==> src/rtl/player_anim_sequencer_if.sv <==
// ---------------------------------------------------------------------------
// player_anim_sequencer_if
//   Bundles the control, raster and sprite-ROM-facing signals of the player
//   animation sequencer. Clock and reset stay as plain module ports.
//
//   Parameters
//     ADDR_W : spriteAddress width
//     FI_W   : frameIdx width ($clog2(NUM_FRAMES), minimum 1)
//
//   Signals (direction as seen by the sequencer, i.e. the slave modport)
//     start           in   1-cycle pulse, restart the sequence at frame 0
//     clear           in   1-cycle pulse, stop and hide the sprite
//     frameTick       in   1-cycle pulse, once per video frame
//     playerDirection in   0 = right, 1 = left, sampled on start
//     DrawX, DrawY    in   current raster position
//     PlayerX, PlayerY in  sprite top-left
//     playerOn        out  registered pixel-in-sprite flag
//     spriteAddress   out  registered sprite ROM address
//     frameIdx        out  current frame number
//     animDone        out  high while a one-shot sequence is parked on its
//                          last frame
// ---------------------------------------------------------------------------
interface player_anim_sequencer_if #(
  parameter int ADDR_W = 21,
  parameter int FI_W   = 2
);
  logic              start;
  logic              clear;
  logic              frameTick;
  logic              playerDirection;
  logic [9:0]        DrawX;
  logic [9:0]        DrawY;
  logic [9:0]        PlayerX;
  logic [9:0]        PlayerY;
  logic              playerOn;
  logic [ADDR_W-1:0] spriteAddress;
  logic [FI_W-1:0]   frameIdx;
  logic              animDone;

  // Player state logic side: drives control and raster, consumes results.
  modport master (
    output start, clear, frameTick, playerDirection,
    output DrawX, DrawY, PlayerX, PlayerY,
    input  playerOn, spriteAddress, frameIdx, animDone
  );

  // Sequencer side.
  modport slave (
    input  start, clear, frameTick, playerDirection,
    input  DrawX, DrawY, PlayerX, PlayerY,
    output playerOn, spriteAddress, frameIdx, animDone
  );
endinterface

==> src/rtl/player_anim_sequencer.sv <==
// ---------------------------------------------------------------------------
// player_anim_sequencer
//   Plays a multi-frame player sprite animation (death / jump / run) as a
//   counted sequence paced by a once-per-video-frame tick, and produces the
//   per-pixel playerOn / spriteAddress pair for the sprite ROM.
//
//   Ports
//     frame_Clk : pixel-rate clock
//     Reset     : asynchronous, active-high reset
//     bus       : player_anim_sequencer_if.slave (control, raster, outputs)
//
//   Parameters
//     PLAYER_WIDTH/PLAYER_HEIGHT : sprite size in pixels
//     NUM_FRAMES                 : frames in the sequence (>=1)
//     HOLD_TICKS                 : frameTicks each frame is shown (>=1)
//     LOOP                       : 0 = stop on last frame, 1 = wrap
//     ADDR_W                     : spriteAddress width
//     BASE_OFFSET                : ROM address of frame 0, right-facing
//     LEFT_OFFSET                : added for the left-facing sprite set
//
//   Optional build macro
//     ANIM_BLINK_EN : when defined, the DONE pose blinks (4 ticks visible,
//                     4 hidden) and returns to IDLE after 32 ticks in DONE.
//                     When undefined, DONE holds the last frame until
//                     clear/start.
//
//   Output latency is one cycle: playerOn/spriteAddress for raster (X,Y)
//   appear the cycle after DrawX/DrawY = (X,Y).
// ---------------------------------------------------------------------------
module player_anim_sequencer #(
  parameter int PLAYER_WIDTH  = 68,
  parameter int PLAYER_HEIGHT = 22,
  parameter int NUM_FRAMES    = 4,
  parameter int HOLD_TICKS    = 8,
  parameter int LOOP          = 0,
  parameter int ADDR_W        = 21,
  parameter int BASE_OFFSET   = 0,
  parameter int LEFT_OFFSET   = NUM_FRAMES * PLAYER_WIDTH * PLAYER_HEIGHT
) (
  input  logic                    frame_Clk,
  input  logic                    Reset,
  player_anim_sequencer_if.slave  bus
);

  localparam int FI_W = (NUM_FRAMES > 1) ? $clog2(NUM_FRAMES) : 1;
  localparam int HC_W = (HOLD_TICKS > 1) ? $clog2(HOLD_TICKS) : 1;

  localparam logic [FI_W-1:0] FRAME_LAST = FI_W'(NUM_FRAMES - 1);
  localparam logic [HC_W-1:0] HOLD_LAST  = HC_W'(HOLD_TICKS - 1);
  localparam logic [31:0]     FRAME_SZ   = 32'(PLAYER_WIDTH * PLAYER_HEIGHT);
  localparam logic [31:0]     WIDTH32    = 32'(PLAYER_WIDTH);
  localparam logic [10:0]     BOX_W_M1   = 11'(PLAYER_WIDTH - 1);
  localparam logic [10:0]     BOX_H_M1   = 11'(PLAYER_HEIGHT - 1);

  localparam logic [1:0] S_IDLE = 2'd0;
  localparam logic [1:0] S_PLAY = 2'd1;
  localparam logic [1:0] S_DONE = 2'd2;

  // -------------------------------------------------------------------------
  // Sequencer state
  // -------------------------------------------------------------------------
  logic [1:0]        state,     state_n;
  logic [FI_W-1:0]   frame_idx, frame_n;
  logic [HC_W-1:0]   hold_cnt,  hold_n;
  logic              dir_latch, dir_n;
  logic              blink_vis;

`ifdef ANIM_BLINK_EN
  // Counts ticks spent in DONE; bit 2 selects the hidden half of each
  // 8-tick blink period, and the 32nd tick retires the sprite.
  logic [4:0]        blink_cnt, blink_n;
`endif

  always_comb begin
    state_n = state;
    frame_n = frame_idx;
    hold_n  = hold_cnt;
    dir_n   = dir_latch;
`ifdef ANIM_BLINK_EN
    blink_n = blink_cnt;
`endif
    if (bus.clear) begin
      // clear beats start when both arrive together
      state_n = S_IDLE;
      frame_n = '0;
      hold_n  = '0;
    end else if (bus.start) begin
      // restart from any state; a coincident tick is swallowed here
      state_n = S_PLAY;
      frame_n = '0;
      hold_n  = '0;
      dir_n   = bus.playerDirection;
    end else if (bus.frameTick) begin
      case (state)
        S_PLAY: begin
          if (hold_cnt != HOLD_LAST) begin
            hold_n = hold_cnt + 1'b1;
          end else begin
            hold_n = '0;
            if (frame_idx != FRAME_LAST)
              frame_n = frame_idx + 1'b1;
            else if (LOOP != 0)
              frame_n = '0;
            else
              state_n = S_DONE;   // frame index parks on the last frame
          end
        end
`ifdef ANIM_BLINK_EN
        S_DONE: begin
          if (blink_cnt == 5'd31)
            state_n = S_IDLE;
          else
            blink_n = blink_cnt + 5'd1;
        end
`endif
        default: ;
      endcase
    end
`ifdef ANIM_BLINK_EN
    // every fresh entry to DONE starts the blink pattern in its visible half
    if (state_n == S_DONE && state != S_DONE)
      blink_n = '0;
`endif
  end

`ifdef ANIM_BLINK_EN
  assign blink_vis = (state != S_DONE) || !blink_cnt[2];
`else
  assign blink_vis = 1'b1;
`endif

  // -------------------------------------------------------------------------
  // Hit box. Widened to 11 bits so PlayerX+PLAYER_WIDTH-1 near the right
  // edge of the 10-bit raster does not wrap and falsely reject pixels.
  // -------------------------------------------------------------------------
  logic [10:0] dx, dy, px, py;
  logic        in_box;
  logic        active;

  assign dx = {1'b0, bus.DrawX};
  assign dy = {1'b0, bus.DrawY};
  assign px = {1'b0, bus.PlayerX};
  assign py = {1'b0, bus.PlayerY};

  assign in_box = (dx >= px) && (dx <= px + BOX_W_M1) &&
                  (dy >= py) && (dy <= py + BOX_H_M1);
  assign active = (state != S_IDLE);

  // Address in 32 bits, truncated to the ROM width. The row/column offsets
  // are only meaningful inside the box, which is the only time they are
  // captured.
  logic [ADDR_W-1:0] addr_nx;

  assign addr_nx = ADDR_W'(32'(BASE_OFFSET)
                         + (dir_latch ? 32'(LEFT_OFFSET) : 32'd0)
                         + 32'(frame_idx) * FRAME_SZ
                         + 32'(dy - py) * WIDTH32
                         + 32'(dx - px));

  // -------------------------------------------------------------------------
  // Registers
  // -------------------------------------------------------------------------
  logic              player_on;
  logic [ADDR_W-1:0] sprite_addr;

  always_ff @(posedge frame_Clk or posedge Reset) begin
    if (Reset) begin
      state       <= S_IDLE;
      frame_idx   <= '0;
      hold_cnt    <= '0;
      dir_latch   <= 1'b0;
      player_on   <= 1'b0;
      sprite_addr <= '0;
`ifdef ANIM_BLINK_EN
      blink_cnt   <= '0;
`endif
    end else begin
      state       <= state_n;
      frame_idx   <= frame_n;
      hold_cnt    <= hold_n;
      dir_latch   <= dir_n;
`ifdef ANIM_BLINK_EN
      blink_cnt   <= blink_n;
`endif
      // pixel outputs use the sequencer state of the sample cycle, so a
      // frame change mid-raster lands on the very next pixel
      player_on   <= in_box && active && blink_vis;
      if (in_box && active)
        sprite_addr <= addr_nx;
    end
  end

  assign bus.playerOn      = player_on;
  assign bus.spriteAddress = sprite_addr;
  assign bus.frameIdx      = frame_idx;
  assign bus.animDone      = (state == S_DONE);

endmodule
==> src/flat_wrapper.sv <==
// flat-port wrapper written by rule: the top's interface ports become plain ports
module player_anim_sequencer_flat 
#(
  parameter int PLAYER_WIDTH  = 68,
  parameter int PLAYER_HEIGHT = 22,
  parameter int NUM_FRAMES    = 4,
  parameter int HOLD_TICKS    = 8,
  parameter int LOOP          = 0,
  parameter int ADDR_W        = 21,
  parameter int BASE_OFFSET   = 0,
  parameter int LEFT_OFFSET   = NUM_FRAMES * PLAYER_WIDTH * PLAYER_HEIGHT
)
  (frame_Clk, Reset, bus_start, bus_clear, bus_frameTick, bus_playerDirection, bus_DrawX, bus_DrawY, bus_PlayerX, bus_PlayerY, bus_playerOn, bus_spriteAddress, bus_frameIdx, bus_animDone);
  player_anim_sequencer_if #(.ADDR_W(ADDR_W)) bus_i ();
  input  logic frame_Clk;
  input  logic Reset;
  input wire logic [$bits(bus_i.start)-1:0] bus_start;
  input wire logic [$bits(bus_i.clear)-1:0] bus_clear;
  input wire logic [$bits(bus_i.frameTick)-1:0] bus_frameTick;
  input wire logic [$bits(bus_i.playerDirection)-1:0] bus_playerDirection;
  input wire logic [$bits(bus_i.DrawX)-1:0] bus_DrawX;
  input wire logic [$bits(bus_i.DrawY)-1:0] bus_DrawY;
  input wire logic [$bits(bus_i.PlayerX)-1:0] bus_PlayerX;
  input wire logic [$bits(bus_i.PlayerY)-1:0] bus_PlayerY;
  output wire logic [$bits(bus_i.playerOn)-1:0] bus_playerOn;
  output wire logic [$bits(bus_i.spriteAddress)-1:0] bus_spriteAddress;
  output wire logic [$bits(bus_i.frameIdx)-1:0] bus_frameIdx;
  output wire logic [$bits(bus_i.animDone)-1:0] bus_animDone;
  assign bus_i.start = bus_start;
  assign bus_i.clear = bus_clear;
  assign bus_i.frameTick = bus_frameTick;
  assign bus_i.playerDirection = bus_playerDirection;
  assign bus_i.DrawX = bus_DrawX;
  assign bus_i.DrawY = bus_DrawY;
  assign bus_i.PlayerX = bus_PlayerX;
  assign bus_i.PlayerY = bus_PlayerY;
  assign bus_playerOn = bus_i.playerOn;
  assign bus_spriteAddress = bus_i.spriteAddress;
  assign bus_frameIdx = bus_i.frameIdx;
  assign bus_animDone = bus_i.animDone;
  player_anim_sequencer #(.PLAYER_WIDTH(PLAYER_WIDTH), .PLAYER_HEIGHT(PLAYER_HEIGHT), .NUM_FRAMES(NUM_FRAMES), .HOLD_TICKS(HOLD_TICKS), .LOOP(LOOP), .ADDR_W(ADDR_W), .BASE_OFFSET(BASE_OFFSET), .LEFT_OFFSET(LEFT_OFFSET)) u_core (.frame_Clk(frame_Clk), .Reset(Reset), .bus(bus_i));
endmodule
==> config.mk <==
export PLATFORM = sky130hd
export DESIGN_NAME = player_anim_sequencer_flat
export DESIGN_NICKNAME = d
export VERILOG_FILES = /design/src/rtl/player_anim_sequencer_if.sv /design/src/rtl/player_anim_sequencer.sv /design/src/flat_wrapper.sv
export SDC_FILE = /design/constraint.sdc
export NUM_CORES = 1
export LEC_CHECK = 0
export ABC_AREA = 1
export CORE_ASPECT_RATIO = 0.8
export CORE_UTILIZATION = 55
export CTS_CLUSTER_SIZE = 8
export DETAILED_ROUTE_END_ITERATION = 8
export HOLD_SLACK_MARGIN = 0.1
export PLACE_DENSITY = 0.8
export SLEW_MARGIN = 20
export SYNTH_ARGS = -nofsm -noshare
export SYNTH_HDL_FRONTEND = slang
export SYNTH_SLANG_ARGS = --single-unit
==> constraint.sdc <==
create_clock -name frame_Clk -period 4.2 [get_ports frame_Clk]
set_clock_uncertainty 0.15 [all_clocks]
set_input_delay 0.84 -clock frame_Clk [delete_from_list [all_inputs] [get_ports frame_Clk]]
set_output_delay 0.84 -clock frame_Clk [all_outputs]
set_load 0.02 [all_outputs]
==> summary.txt, run 1 <==
Floorplan
  – I/O pin count: 71
  – Row Count: 31
  – Die Wd: 111.2 µm
  – Initial Utilization: 57.27%
  – Die Span Y: 89.33 µm

Synth
  – Count leader, synth: nand2_1
  – Synth Cell Area: 5243 µm²
  – Synth async-reset ratio: 100.0%
  – Seq/Total Area, Yosys: 14.32%
  – Area contributors post-synth: ha_1 24%, nand2_1 15%, dfrtp_1 14%, inv_1 9.3%, fa_1 7.6%
  – Synth top cells by count: 205 x nand2_1, 130 x inv_1, 102 x ha_1
  – Post-Synthesis Cells: 747
  – Synth Register Bits: 30
  – Mean post-synth cell area: 7.018 µm²
  – Distinct cell type count after synthesis: 38
  – EDFF count, synth: 0
  – Post-synth top area cell: ha_1
  – Ys flop type: dfrtp_1
  – Net count after synthesis: 915
  – Ys Warns: 0
  – Yosys top cell area share: 24.34%

Clock tree
  – Number of clock sinks: 30
  – Longest Clk Path Bufs: 2
  – Total CTS buffers: 5
  – Hold-fix buffers, CTS: 0
  – H-Tree Depth: 2
  – Clk root buf: clkbuf_16

Global routing
  – Pin count of the biggest net entering global routing: 31

Place
  – Dpl cells: 1079
  – Post-DP Area: 7587 µm²
  – GPL Wtd Cong: 0.8966
  – Final HPWL from detailed placement: 12.93 mm
  – Port Buffer Count: 70

Outcome
  – Last stage reached: global routing (5_1_grt)
  – Err: [ERROR DPL-0038] Utilization greater than 100%, impossible to legalize
  – Status: stopped before the end
==> through the flow <==
| stage | hold slack (ps) | setup slack, ps | setup TNS [ps] |
|---|---|---|---|
| floorplan | 336.7 | -906.6 | -9059 |
| detailed placement | 316.3 | -2109 | -25970 |
| global placement | 308.2 | -2023 | -24910 |
| CTS | 329.9 | -1113 | -12420 |
==> what timing repair did <==
item                                   in CTS
endpoints found under the hold margin       0
setup endpoints to repair                  16
pin swaps                                 113
cloned                                      0
setup buffers                              34
gates resized for setup                   210
==> logic make-up after synthesis <==
kind of cell | share of synthesized area, %
AND/OR/NAND/NOR | 26.59
flip-flops | 14.32
XOR/XNOR | 8.186
adder cells (fa/ha/maj) | 31.98
buffers and inverters | 10.43
AO/OA/AOI/OAI | 8.497
==> inputs of run 2 (changes only) <==
CORE_ASPECT_RATIO = not set   (was 0.8)
CORE_UTILIZATION = 40   (was 55)
CTS_CLUSTER_SIZE = not set   (was 8)
HOLD_SLACK_MARGIN = not set   (was 0.1)
PLACE_DENSITY = not set   (was 0.8)
PLACE_DENSITY_LB_ADDON = 0.15   (was not set)
==> summary.txt, run 2 <==
Power and ir drop
  – Pwr dens: 929.2 nW/µm²
  – P_leak: 4.611 nW
  – Pwr Total: 8.457 mW
  – Worst VDD drop: 942.1 µV

Job
  – Max cap viols: 0

Final layout
  – Layout Nets: 1190
  – Max reg flops: 21
  – Commonest non-fill, non-tap cell in the layout: buf_4
  – Area growth syn-to-layout: 73.60%
  – Proportion of layout cells with a drive suffix above 1: 41.54%
  – ANT cells: 0
  – Most frequent cells in the layout: 189 x buf_4, 172 x nand2_1, 99 x inv_1

Setup path
  – Worst reg2reg path endpoint: u_core.bus.spriteAddress[14]
  – CP delay by family, top: adder cells
  – CP Class: primary input to register
  – Critical Path Stages: 29
  – CP max stage cell: fa_1
  – CP max stage delay: 510 ps
  – Most common cell on crit path: ha_4
  – Crit start category: primary input
  – Worst path bufs/invs: 8
  – Setup crit end: u_core.bus.spriteAddress[15]
  – Reg2Reg Launch Point: u_core.bus.frameIdx[0]
  – Crit path max fanout: 3
  – Crit end category: register
  – WP data required: 4270 ps
  – Critical path origin: bus_PlayerY[6]
  – Worst reg-to-reg path cell count: 18
  – R2r setup slk: 600 ps
  – Critical Path AT: 5330 ps

Floorplan
  – Row Count: 41 (was 31)
  – Die Span Y: 116.5 µm (was 89.33 µm)
  – Initial Utilization: 41.21% (was 57.27%)
  – I/O pin count: 71 (unchanged)
  – Die ar.: 13570 µm²
  – Die Wd: 116.5 µm (was 111.2 µm)
  – Core Region: 12720 µm²

Global routing
  – Vias in the first global route: 5832
  – Total track usage: 23.60%
  – Initial antenna violation count: 0
  – First-pass GRT wire length: 25.58 mm
  – Aggregate global routing overflow: 0
  – Pin count of the biggest net entering global routing: 31

STA
  – Unrepaired setup endpoints after global routing: true
  – Final hold slack: 321.4 ps
  – Slew HR: 57.81%
  – Final hold violations: 0
  – Final max-slew violation count: 0
  – Ratio of final minimum period to clock period: 125.4%
  – Peak Freq: 0.1899 GHz
  – Least-Margin Pin Slew: 632.0 ps
  – Final setup vio count: 14
  – Tmin final: 5265 ps
  – Final setup margin: -1065 ps

Place
  – Port Buffer Count: 70 (unchanged)
  – Final HPWL from detailed placement: 11.76 mm (was 12.93 mm)
  – GPL Wtd Cong: 0.8496 (was 0.8966)

Clock tree
  – Clock Latency Late Sink: 280 ps
  – Hold-fix buffers, CTS: 0 (unchanged)
  – Longest Clk Path Bufs: 2 (unchanged)
  – H-Tree Depth: 2 (unchanged)
  – CTS tree: yes
  – Clk root buf: clkbuf_16 (unchanged)
  – Number of clock sinks: 30 (unchanged)
  – Clock-pin slew on the worst setup and hold paths: 50 ps
  – Total CTS buffers: 5 (unchanged)

Worst hold path
  – Hold Crit Class: register to register
  – Worst hold path depth: 2

Detailed routing
  – DR iter-0 viols: 209
  – Final ANT Viol Nets: 0
  – DR vias/cell: 4.787
  – Final WL: 15.56 mm
  – Wirelength per Cell: 13.02 µm
  – DR DRC count: 0
  – First-pass iteration count of the detailed router: 4
  – Via count: 5721

Synth
  – Ys flop type: dfrtp_1 (unchanged)
  – Post-synth top area cell: ha_1 (unchanged)
  – Net count after synthesis: 915 (unchanged)
  – EDFF count, synth: 0 (unchanged)
  – Synth top cells by count: 205 x nand2_1, 130 x inv_1, 102 x ha_1 (unchanged)
  – Area contributors post-synth: ha_1 24%, nand2_1 15%, dfrtp_1 14%, inv_1 9.3%, fa_1 7.6% (unchanged)
  – Synth Register Bits: 30 (unchanged)
  – Ys Warns: 0 (unchanged)
  – Distinct cell type count after synthesis: 38 (unchanged)
  – Mean post-synth cell area: 7.018 µm² (unchanged)
  – Synth async-reset ratio: 100.0% (unchanged)
  – Synth Cell Area: 5243 µm² (unchanged)
  – Seq/Total Area, Yosys: 14.32% (unchanged)
  – Count leader, synth: nand2_1 (unchanged)
  – Post-Synthesis Cells: 747 (unchanged)
  – Yosys top cell area share: 24.34% (unchanged)

Outcome
  – Status: finished with violations (was stopped before the end)
  – Failing checks: negative setup slack
==> run 2: worst reg2reg max path: stages, from the launching register on <==
cell,delay (ps)
dfrtp_1,470
inv_1,140
ha_1,320
inv_1,60
fa_1,480
inv_1,50
ha_1,310
ha_2,210
fa_2,390
nand3_1,90
nand2_1,100
nand2_1,110
nand2_2,90
nand3_2,90
nand2_2,60
buf_4,130
xor2_1,130
nand3_1,70
nand2_1,60
==> run 2: power by group <==
part	leakage (nW)	internal (mW)	switching, mW
sequential	0.387	0.386	0.0594
combinational	4.15	4.01	3.59
clock	0.0760	0.279	0.131
total	4.61	4.68	3.78
==> run 2: cell families (layout without fill, tap and decap cells) <==
| logic type | after synthesis | in the layout | synth area share (%) |
|---|---|---|---|
| xor+xnor | 49 | 49 | 8.186 |
| simple gates | 327 | 327 | 26.59 |
| compound gates | 80 | 80 | 8.497 |
| fa+ha+maj | 122 | 122 | 31.98 |
| flops | 30 | 30 | 14.32 |
| buf+inv | 139 | 415 | 10.43 |
==> run 2: worst min-delay path by stage <==
stage,startpoint,to,slack [ps]
global route,u_core.bus.spriteAddress[14],u_core.bus.spriteAddress[14],340
CTS,u_core.bus.spriteAddress[19],u_core.bus.spriteAddress[19],320
finish,u_core.bus.spriteAddress[17],u_core.bus.spriteAddress[17],320
global placement,u_core.bus.spriteAddress[18],u_core.bus.spriteAddress[18],310
detailed placement,u_core.bus.spriteAddress[6],u_core.bus.spriteAddress[6],310
floorplan,u_core.hold_cnt[0],u_core.hold_cnt[0],340
==> run 2: final cells by class <==
| cell class | instances | area (µm²) |
|---|---|---|
| Multi-Input combinational cell | 578 | 5124 |
| Fill cell | 981 | 3621 |
| Timing Repair Buffer | 274 | 2308 |
| Sequential cell | 30 | 750.7 |
| Inverter | 133 | 533.0 |
| Tap cell | 172 | 215.2 |
| Clock buffer | 5 | 125.1 |
| Clock inverter | 3 | 45.04 |
==> run 2: layer usage <==
layer  GRT usage (%)  routed length (µm)
met4           3.077                 105
met2           46.51                8544
met1           27.32                6593
met3           3.217                 319
met5               0                   0
==> run 2: metrics by stage <==
step | setup TNS, ps | setup WS (ps) | utilization (%) | instances | instance area, µm²
5_1_grt | -15140 | -1288 | 71.54 | 1195 | 9101
3_5_place_dp | -25610 | -2029 | 60.00 | 1131 | 7634
6_report | -11980 | -1065 | 71.54 | 1195 | 9101
2_1_floorplan | -9059 | -906.6 | - | 747 | 5617
3_3_place_gp | -24460 | -1927 | 60.00 | 1131 | 7634
4_1_cts | -11260 | -1017 | 69.31 | 1187 | 8817
==> run 2: what timing repair did <==
action / CTS / global route
resized for setup: 196 / 48
hold endpoints to repair: 0 / 0
buffers inserted: 49 / 8
pin swaps: 113 / 82
setup endpoints to repair: 16 / 15
No activity file was read; power rests on OpenSTA's default activity.
==> inputs of run 3 (changes only) <==
CORE_MARGIN = 4   (was not set)
==> summary.txt, run 3 (same netlist as run 2, synthesis figures left out) <==
Setup path
  – CP max stage cell: fa_1 (unchanged)
  – Crit path max fanout: 4 (was 3)
  – Most common cell on crit path: ha_4 (unchanged)
  – Crit start category: primary input (unchanged)
  – CP max stage delay: 470 ps (was 510 ps)
  – WP data required: 4270 ps (about the same)
  – R2r setup slk: 660 ps (was 600 ps)
  – CP Class: primary input to register (unchanged)
  – Crit end category: register (unchanged)
  – Critical Path AT: 5430 ps (was 5330 ps)

STA
  – Final max-slew violation count: 0 (unchanged)
  – Least-Margin Pin Slew: 641.6 ps (was 632.0 ps)
  – Final hold slack: 314.0 ps (was 321.4 ps)
  – Final hold violations: 0 (unchanged)
  – Tmin final: 5362 ps (was 5265 ps)
  – Ratio of final minimum period to clock period: 127.7% (was 125.4%)
  – Final setup margin: -1162 ps (was -1065 ps)
  – Peak Freq: 0.1865 GHz (was 0.1899 GHz)
  – Final setup vio count: 14 (unchanged)
  – TNS Setup: -12150 ps (was -11980 ps)
  – Slew HR: 57.16% (was 57.81%)
  – Unrepaired setup endpoints after global routing: true (unchanged)

Final layout
  – Layout Nets: 1180 (was 1190)
  – Most frequent cells in the layout: 177 x buf_4, 169 x nand2_1, 95 x inv_1 (was 189 x buf_4, 172 x nand2_1, 99 x inv_1)
  – Fill count: 951 (was 981)
  – Proportion of layout cells with a drive suffix above 1: 42.84% (was 41.54%)
  – Commonest non-fill, non-tap cell in the layout: buf_4 (unchanged)
  – ANT cells: 0 (unchanged)
  – Area growth syn-to-layout: 74.27% (was 73.60%)
  – Max reg flops: 21 (unchanged)

Clock tree
  – H-Tree Depth: 2 (unchanged)
  – Clock-pin slew on the worst setup and hold paths: 50 ps (about the same)
  – Number of clock sinks: 30 (unchanged)
  – Total CTS buffers: 5 (unchanged)
  – Clock Latency Late Sink: 270 ps (was 280 ps)
  – CTS tree: yes (unchanged)
  – Longest Clk Path Bufs: 2 (unchanged)
  – Hold-fix buffers, CTS: 0 (unchanged)
  – Clk root buf: clkbuf_16 (unchanged)

Power and ir drop
  – Worst VDD drop: 808.6 µV (was 942.1 µV)
  – Pwr Total: 8.590 mW (was 8.457 mW)
  – Pwr dens: 940.2 nW/µm² (was 929.2 nW/µm²)
  – P_leak: 4.613 nW (was 4.611 nW)

Detailed routing
  – DR vias/cell: 4.842 (was 4.787)
  – M1 WL: 6.586 mm (was 6.593 mm)
  – Final WL: 15.95 mm (was 15.56 mm)
  – Wirelength per Cell: 13.46 µm (was 13.02 µm)
  – Highest Signal Layer: met4 (unchanged)
  – Met2 wire len: 8.687 mm (was 8.544 mm)
  – DR DRC count: 0 (unchanged)
  – DR WL met3: 410 µm (was 319 µm)
  – First-pass iteration count of the detailed router: 4 (unchanged)
  – DR iter-0 viols: 292 (was 209)
  – Final ANT Viol Nets: 0 (unchanged)
  – Via count: 5738 (was 5721)

Floorplan
  – Core Region: 12720 µm² (unchanged)
  – Initial Utilization: 41.21% (unchanged)
  – Row Count: 41 (unchanged)
  – I/O pin count: 71 (unchanged)
  – Die Wd: 122.5 µm (was 116.5 µm)
  – Die ar.: 15000 µm² (was 13570 µm²)
  – Die Span Y: 122.5 µm (was 116.5 µm)

Global routing
  – Vias in the first global route: 5940 (was 5832)
  – Aggregate global routing overflow: 0 (unchanged)
  – Initial antenna violation count: 0 (unchanged)
  – Pin count of the biggest net entering global routing: 31 (unchanged)
  – Total track usage: 21.06% (was 23.60%)
  – First-pass GRT wire length: 26.16 mm (was 25.58 mm)

Place
  – Port Buffer Count: 70 (unchanged)
  – Final HPWL from detailed placement: 11.95 mm (was 11.76 mm)
  – GPL Wtd Cong: 0.8930 (was 0.8496)

Outcome
  – Status: finished with violations (unchanged)
  – Failing checks: negative setup slack (unchanged)

Job
  – Max cap viols: 0 (unchanged)

Worst hold path
  – Hold Crit Class: register to register (unchanged)
[run 3: changes by cell type in the layout (fill, tap and decap cells not counted), sizes merged]
cell / previous run / this run
buf: 216 / 208
clkdlybuf4s50: 45 / 42
dlymetal6s2s: 1 / 4
clkinvlp: 3 / 1
bufinv: 1 / 0
clkbuf: 6 / 7
clkdlybuf4s15: 3 / 2
clkinv: 0 / 1
[run 3: path summary, 6_finish.rpt]
path,start,to,cells after the start
worst max-delay path,bus_PlayerY[2],u_core.bus.spriteAddress[19],31
worst min-delay path,u_core.bus.spriteAddress[3],u_core.bus.spriteAddress[3],2
worst max register to register,u_core.bus.frameIdx[0],u_core.bus.spriteAddress[19],17
worst min register to register,u_core.bus.spriteAddress[3],u_core.bus.spriteAddress[3],2
max in group asynchronous,Reset,u_core.bus.spriteAddress[15],2
min in group asynchronous,Reset,u_core.bus.spriteAddress[5],2
[run 3: final cells by class]
type                       instances  area [µm²]  share of cell area (%)
tap                              172       215.2                   2.356
sequential                        30       750.7                   8.217
multi-input combinational        578        5238                   57.33
timing repair buffer             264        2255                   24.68
clock buffer                       7       142.6                   1.561
inverter                         133       530.5                   5.807
clock inverter                     1       5.005                 0.05478
[run 3: metrics by stage]
| step | util, % | cell area, µm² | setup WS, ps | cells |
|---|---|---|---|---|
| after global placement | 60.24 | 7664 | -1902 | 1135 |
| after floorplan | - | 5617 | -906.6 | 747 |
| after CTS | 68.96 | 8773 | -1025 | 1179 |
| after global routing | 71.81 | 9136 | -1407 | 1185 |
| after detailed placement | 60.24 | 7664 | -1983 | 1135 |
| final | 71.81 | 9136 | -1162 | 1185 |
[run 3: per-layer routing]
layer | up-vias | track usage, %
li1 | 2913 | -
met1 | 2714 | 25.23
met2 | 87 | 40.74
met3 | 24 | 2.719
met4 | 0 | 2.869
met5 | - | 0
[run 3: power breakdown]
group	switching (mW)	internal [mW]	total, mW
clock	0.122	0.234	0.356
sequential	0.0600	0.386	0.446
combinational	3.79	4.00	7.79
total	3.97	4.62	8.59
[run 3: timing repair]
| item | 4_1_cts | 5_1_grt |
|---|---|---|
| endpoints found under the setup margin | 16 | 16 |
| pin swaps | 119 | 106 |
| setup buffers | 37 | 6 |
| gates resized for setup | 201 | 80 |
[run 3: critical path: cells and delay by family]
kind                     cells  cell delay (ps)
adder cells (fa/ha/maj)      6             2010
AND/OR/NAND/NOR             14             1210
XOR/XNOR                     3              530
AO/OA/AOI/OAI                2              290
buffers and inverters        6              530
